## src/rtl/alu_exec_unit.sv

```systemverilog
// Single-cycle ALU feeding a small in-order result FIFO that drains onto the CDB under arbiter grant.
// Optional perf counters (perf_issued, perf_stall) are built when ALU_EXEC_UNIT_PERF_EN is defined.
module alu_exec_unit #(
    parameter int PD_W  = 6,
    parameter int ROB_W = 5,
    parameter int DEPTH = 2
) (
    input  logic             clk,
    input  logic             rst_n,
    input  logic             flush,
    input  logic             issue_valid,
    output logic             issue_ready,
    input  logic [3:0]       issue_op,
    input  logic [31:0]      issue_a,
    input  logic [31:0]      issue_b,
    input  logic [PD_W-1:0]  issue_pd,
    input  logic [ROB_W-1:0] issue_rob,
    output logic             cdb_req,
    input  logic             cdb_gnt,
    output logic             cdb_valid,
    output logic [PD_W-1:0]  cdb_pd,
    output logic [ROB_W-1:0] cdb_rob,
    output logic [31:0]      cdb_data
`ifdef ALU_EXEC_UNIT_PERF_EN
    ,
    output logic [31:0]      perf_issued,
    output logic [31:0]      perf_stall
`endif
);

    localparam int AW = (DEPTH > 1) ? $clog2(DEPTH) : 1;
    localparam int CW = AW + 1;

    logic [AW-1:0]    wr_ptr_q, rd_ptr_q;
    logic [CW-1:0]    count_q, count_d;
    logic [PD_W-1:0]  pd_mem   [DEPTH];
    logic [ROB_W-1:0] rob_mem  [DEPTH];
    logic [31:0]      data_mem [DEPTH];
    logic [31:0]      alu_res;
    logic [31:0]      wr_data;
    logic [4:0]       shamt;
    logic             push, pop;

    assign issue_ready = (count_q < CW'(DEPTH));
    assign cdb_req     = (count_q != '0);
    assign cdb_valid   = cdb_req & cdb_gnt & ~flush;
    assign push        = issue_valid & issue_ready & ~flush;
    assign pop         = cdb_valid;

    assign cdb_pd   = cdb_req ? pd_mem[rd_ptr_q]   : '0;
    assign cdb_rob  = cdb_req ? rob_mem[rd_ptr_q]  : '0;
    assign cdb_data = cdb_req ? data_mem[rd_ptr_q] : '0;

    assign shamt = issue_b[4:0];

    always_comb begin
        alu_res = '0;
        case (issue_op)
            4'd0:    alu_res = issue_a + issue_b;
            4'd1:    alu_res = issue_a - issue_b;
            4'd2:    alu_res = issue_a << shamt;
            4'd3:    alu_res = {31'b0, $signed(issue_a) < $signed(issue_b)};
            4'd4:    alu_res = {31'b0, issue_a < issue_b};
            4'd5:    alu_res = issue_a ^ issue_b;
            4'd6:    alu_res = issue_a >> shamt;
            4'd7:    alu_res = $unsigned($signed(issue_a) >>> shamt);
            4'd8:    alu_res = issue_a | issue_b;
            4'd9:    alu_res = issue_a & issue_b;
            4'd10:   alu_res = issue_b;
            default: alu_res = '0;
        endcase
    end

    // p0 is the hardwired-zero register, so its broadcast value must be 0
    assign wr_data = (issue_pd == '0) ? 32'h0 : alu_res;

    always_comb begin
        count_d = count_q + CW'(push) - CW'(pop);
        if (flush) count_d = '0;
    end

    always_ff @(posedge clk or negedge rst_n) begin
        if (!rst_n) begin
            wr_ptr_q <= '0;
            rd_ptr_q <= '0;
            count_q  <= '0;
        end else begin
            count_q <= count_d;
            if (flush) begin
                wr_ptr_q <= '0;
                rd_ptr_q <= '0;
            end else begin
                if (push) wr_ptr_q <= wr_ptr_q + AW'(1);
                if (pop)  rd_ptr_q <= rd_ptr_q + AW'(1);
            end
        end
    end

    // Storage needs no reset: outputs are masked by cdb_req while empty
    always_ff @(posedge clk) begin
        if (push) begin
            pd_mem[wr_ptr_q]   <= issue_pd;
            rob_mem[wr_ptr_q]  <= issue_rob;
            data_mem[wr_ptr_q] <= wr_data;
        end
    end

`ifdef ALU_EXEC_UNIT_PERF_EN
    logic [31:0] perf_issued_q, perf_stall_q;

    always_ff @(posedge clk or negedge rst_n) begin
        if (!rst_n) begin
            perf_issued_q <= '0;
            perf_stall_q  <= '0;
        end else begin
            if (push)                        perf_issued_q <= perf_issued_q + 32'd1;
            if (issue_valid && !issue_ready) perf_stall_q  <= perf_stall_q + 32'd1;
        end
    end

    assign perf_issued = perf_issued_q;
    assign perf_stall  = perf_stall_q;
`endif

endmodule

```

## config.mk

```make
export PLATFORM = sky130hd
export DESIGN_NAME = alu_exec_unit
export DESIGN_NICKNAME = d
export VERILOG_FILES = /design/src/rtl/alu_exec_unit.sv
export SDC_FILE = /design/constraint.sdc
export NUM_CORES = 1
export LEC_CHECK = 0
export BUFFER_PORTS_ARGS = -buffer_cell sky130_fd_sc_hd__buf_2
export CAP_MARGIN = 20
export CORE_UTILIZATION = 50
export DETAILED_ROUTE_END_ITERATION = 8
export PLACE_DENSITY = 0.68
export SLEW_MARGIN = 25
export SYNTH_ARGS = -nofsm -noshare
export SYNTH_HDL_FRONTEND = slang
export SYNTH_SLANG_ARGS = --single-unit
```

## constraint.sdc

```tcl
create_clock -name clk -period 3.4 [get_ports clk]
set_input_delay 0 -clock clk [delete_from_list [all_inputs] [get_ports clk]]
set_output_delay 0 -clock clk [all_outputs]
set_load 0.005 [all_outputs]
```

### Yosys cells after proc, flatten, opt, wreduce, memory -nomap -nowiden

Memory sizes are Yosys's and may differ from the RTL's.
Cells that the tools add are included.
Widths: inputs -> output; s select.

* eq/ne operators: 10
* add/subtract/negate cells: 6
* shift-type cells: 3
* reductions and logical operators: 5
* order comparisons: 3
* muxes and demuxes: 12
* bitwise operators: 8

Operators by type and width (count)
* $pmux 32 s11: 1
* $lt 32x32->1: 2
* $mux 32: 2
* $add 32x32->32: 1
* $and 32x32->32: 1
* $or 32x32->32: 1
* $shl 32x5->32: 1
* $shr 32x5->32: 1
* $sshr 32x5->32: 1
* $sub 32x32->32: 1
* $xor 32x32->32: 1
* $eq 4x3->1 const B: 4
* $eq 4x4->1 const B: 3
* $eq 4x2->1 const B: 2
* $logic_not 6->1: 1
* $mux 1: 6
* $mux 6: 1
* $reduce_bool 2->1: 3
* $mux 5: 1
* $and 1x1->1: 4
* $eq 4x1->1 const B: 1
* $logic_not 4->1: 1
* $add 1x1->1 const B: 2
* $add 2x1->2: 1
* other kinds (4): 4

* register bits: 4
* memories: 3
* memory bits (writable): 86

Memories
* data_mem: words 2, bits a word 32, rd ports 1, clocked after Yosys merged registers in 0, wr ports 1, RTL line 38 `logic [31:0] data_mem [DEPTH];`
* pd_mem: words 2, bits a word 6, rd ports 1, clocked after Yosys merged registers in 0, wr ports 1, RTL line 36 `logic [PD_W-1:0] pd_mem [DEPTH];`
* rob_mem: words 2, bits a word 5, rd ports 1, clocked after Yosys merged registers in 0, wr ports 1, RTL line 37 `logic [ROB_W-1:0] rob_mem [DEPTH];`

### Longest topological paths before layout

* word-level depth: 6
* gate-level depth with buffers: 17

### Least setup slack after synthesis

Ideal clock, no wire load.

* kind: input to register
* from: input issue_b[3]
* to: memory data_mem[0][31], data pin
* buffers on the path: 5
* data required time: 3.125 ns
* library setup time: 0.275 ns
* path slack: -0.384 ns
* arrival time: 3.509 ns
* stages on the path: 16
* cell sequence: clkbuf_1 inv_1 clkbuf_1 buf_1 clkbuf_1 ha_1 buf_4 nor4_1 nor2_1 o31ai_4 a211oi_1 o31ai_1 a31oi_1 xor2_1 a211oi_1 a31oi_1

* cells in the longest elaborated chain, start to end: 3
* elaborated cells on any way between the ends: 7

RTL lines
* from (decl): RTL line 15 `input logic [31:0] issue_b,`
* $sub 32x32->32, or another cell as far along: RTL line 60 `4'd1: alu_res = issue_a - issue_b;`
* $pmux 32 s11 *: RTL line 58 `case (issue_op)`
* $mux 32 *: RTL line 75 `assign wr_data = (issue_pd == '0) ? 32'h0 : alu_res;`
* named net wr_data[31]: RTL line 40 `logic [31:0] wr_data;`
* to (decl): RTL line 38

The timed path passes the listed nets; every way through them passes the cells marked *.

### Final worst setup path

* from: input issue_b[1]
* to: memory data_mem[0][23], data pin

The elaborated chain is that of the path after synthesis.

==> reports/results.txt <==
Cell row count = 57
Drt pass-1 iters = 7
Commonest non-fill, non-tap cells in the layout = nor2_1, a21oi_1, buf_2, o21ai_0, nand2_1
Minimum clock period = 3.09 ns
Via count = 13,500
Diode count = 0
Post_cts resized = 0
Post-DP HPWL = 40,900 um
Area after DPL = 13,800 um^2
Tcrit/Tclk final = 0.910
Max Cap Viol = 0
Clk sinks = 90
Post-synthesis register bit count = 90
Hold crit path type = input port to register
Syn_area_per_cell = 8.02 um^2
Initial antenna violation count = 2
GR Overflow Total = 0
DR DRC count = 0
Die height = 160 um
Fin Setup TNS = 0 ns
VDD IR max = 0.317 mV
Worst-Skew Late Latency = 0.35 ns
Number of global-route vias before repair = 12,500
Core footprint = 24,300 um^2
Final net count = 1,888
Vias per inst = 6.65
Most common cell after layout, fill and taps aside = nor2_1
Crit path launch type = input port
WL/cell = 25.8 um
Starting density of the core = 0.510
Clk buf depth = 2
Total die area = 25,400 um^2
Critical Path Sink Type = register
CP Class = input port to register
Power per cell area = 327 nW/um^2
Yosys cell types = 93
Achievable Freq = 323 MHz
Fin util = 0.587
First-pass GRT wire length = 77,400 um
Port bufs = 129
Worst slew margin = 0.419
Initial DRC Count = 1,595
CTS tree = yes
Mapped cell area = 12,400 um^2
Layout area overhead = 15.1%
Final Max Tran Viols = 0
Post-synth EDFFs = 86
Root Driver = clkbuf_16
CTS Buf Count = 9
Crit path DAT = 3.29 ns
Post-route ant nets = 0
Final Setup Violations = 0
RSZ-0062 raised after global routing = no
Final hold violation count = 0
Worst-Margin Slew = 0.863 ns
Most used DFF post-synth = edfxtp_1
IO Count = 130
Synthesized Nets = 1,740
GPL Wtd Cong = 1.13
Total wire length = 52,200 um
H-tree level count = 3
Req. time, crit path = 3.59 ns
Worst-path clk slew = 0.07 ns
Final Skew = 0.00837 ns
Register area share after synthesis = 0.216
CP max FO = 27
Synth Instances = 1,548
Post-route cell area = 14,300 um^2
Die Wd = 160 um
Overall global routing resource usage = 0.405
Layout cells sized above 1 = 0.195
Status = finished clean
Synth Warn # = 0
Largest net degree at the start of global routing = 83
Static leakage = 5.98 nW
Fraction of registers with async set/reset = 0.0444
==> synthesized netlist by cell type, types with 5 or more instances <==
| master | instances | area share |
|---|---|---|
| o211ai_1 | 18 | 0.011 |
| buf_2 | 21 | 0.0085 |
| o21ai_0 | 119 | 0.048 |
| a221o_1 | 13 | 0.010 |
| a311oi_1 | 5 | 0.0035 |
| nor4_1 | 9 | 0.0045 |
| mux2_2 | 8 | 0.0073 |
| a21oi_1 | 143 | 0.058 |
| or3_1 | 7 | 0.0035 |
| o32ai_1 | 6 | 0.0042 |
| o221ai_1 | 9 | 0.0064 |
| clkbuf_1 | 65 | 0.020 |
| nor2b_1 | 12 | 0.0061 |
| nor2_1 | 196 | 0.059 |
| a21o_1 | 23 | 0.014 |
| ha_1 | 106 | 0.11 |
| buf_1 | 12 | 0.0036 |
| nor3_1 | 23 | 0.0093 |
| o31ai_1 | 9 | 0.0054 |
| buf_4 | 11 | 0.0067 |
| o31a_1 | 5 | 0.0035 |
| a22oi_1 | 21 | 0.013 |
| edfxtp_1 | 86 | 0.21 |
| a211oi_1 | 17 | 0.010 |
| inv_1 | 98 | 0.030 |
| a211o_1 | 7 | 0.0049 |
| nand2b_1 | 20 | 0.010 |
| mux2i_1 | 96 | 0.077 |
| o2111ai_1 | 6 | 0.0042 |
| a221oi_1 | 19 | 0.013 |
| and2_1 | 8 | 0.0040 |
| o21a_1 | 8 | 0.0048 |
| and3_1 | 6 | 0.0030 |
| o21bai_1 | 8 | 0.0048 |
| o311ai_0 | 6 | 0.0042 |
| o22ai_1 | 16 | 0.0081 |
| mux4_2 | 27 | 0.049 |
| xnor2_1 | 18 | 0.013 |
| nand2_1 | 110 | 0.033 |
| a31oi_1 | 25 | 0.013 |
| nand4_1 | 8 | 0.0040 |
| nand3_1 | 27 | 0.011 |
==> layout make-up <==
cell class,count,area [um^2]
Fill cell,2284,10000
Multi-Input combinational cell,1240,8880
Sequential cell,90,2680
Timing Repair Buffer,250,1620
Tap cell,324,405
Inverter,105,394
Clock buffer,9,225
Clock inverter,7,76.3
==> cells by family after synthesis <==
kind of cell,Yosys count,share of synthesized area
adder cells (fa/ha/maj),108,0.110
AO/OA/AOI/OAI,540,0.295
AND/OR/NAND/NOR,441,0.158
XOR/XNOR,20,0.0141
multiplexers,131,0.134
flip-flops,90,0.216
buffers and inverters,218,0.0735
==> metal layers <==
metal  GRT usage  wire [um]  vias up
met1       0.517      20300     6280
li1            -          -     6065
met4       0.237       3500        2
met5           0         13        -
met2       0.639      23000      946
met3      0.0787       5450      181
==> path summary, 6_finish.rpt <==
path | start | endpoint | slack (ns) | cells after the start
hold reg to reg | wr_ptr_q | wr_ptr_q | 0.65 | 2
setup / recovery | issue_b[1] | data_mem[0][23] | 0.31 | 13
max in group asynchronous | rst_n | rd_ptr_q | 2.64 | 3
min in group asynchronous | rst_n | wr_ptr_q | 0.56 | 3
hold / removal | cdb_gnt | rd_ptr_q | 0.03 | 4
setup reg to reg | count_q[1] | count_q[1] | 1.54 | 8
==> metrics by stage <==
step | hold WS, ns | std cells | total power [mW] | setup WS (ns)
3_5_place_dp | -0.187 | 1995 | 3.58 | 0.0776
4_1_cts | 0.0132 | 2025 | 4.63 | 0.445
6_report | 0.0330 | 2025 | 4.67 | 0.308
2_1_floorplan | -0.296 | 1548 | 2.76 | 0.0417
3_3_place_gp | -0.189 | 1995 | 3.57 | 0.137
5_1_grt | 0.0754 | 2025 | 4.87 | 0.194
==> where the power goes <==
part	leakage, nW	internal, mW	switching [mW]
Clock	0.149	0.523	0.500
Combinational	4.98	0.856	1.42
Sequential	0.853	1.33	0.0395
Total	5.98	2.71	1.96
==> flip-flops by register name (all words and copies together), names as in the netlist <==
| name | count |
|---|---|
| data_mem | 64 |
| wr_ptr_q | 1 |
| rob_mem | 10 |
| count_q | 2 |
| pd_mem | 12 |
| rd_ptr_q | 1 |
==> worst max-delay path: stages <==
cell	delay, ns
buf_2	0.13
buf_4	0.33
ha_1	0.25
a21o_1	0.12
nand4_1	0.15
a2111o_1	0.50
a21bo_2	0.28
a311oi_4	0.37
nor2_2	0.15
o221ai_1	0.19
a21boi_0	0.47
nor3_1	0.16
nor2_1	0.19
==> repair_timing <==
| item | CTS | global route |
|---|---|---|
| endpoints found under the hold margin | 30 | 0 |
| hold buffers | 14 | 0 |
| setup buffers | 0 | 0 |
(Power assumes the default switching activity.)
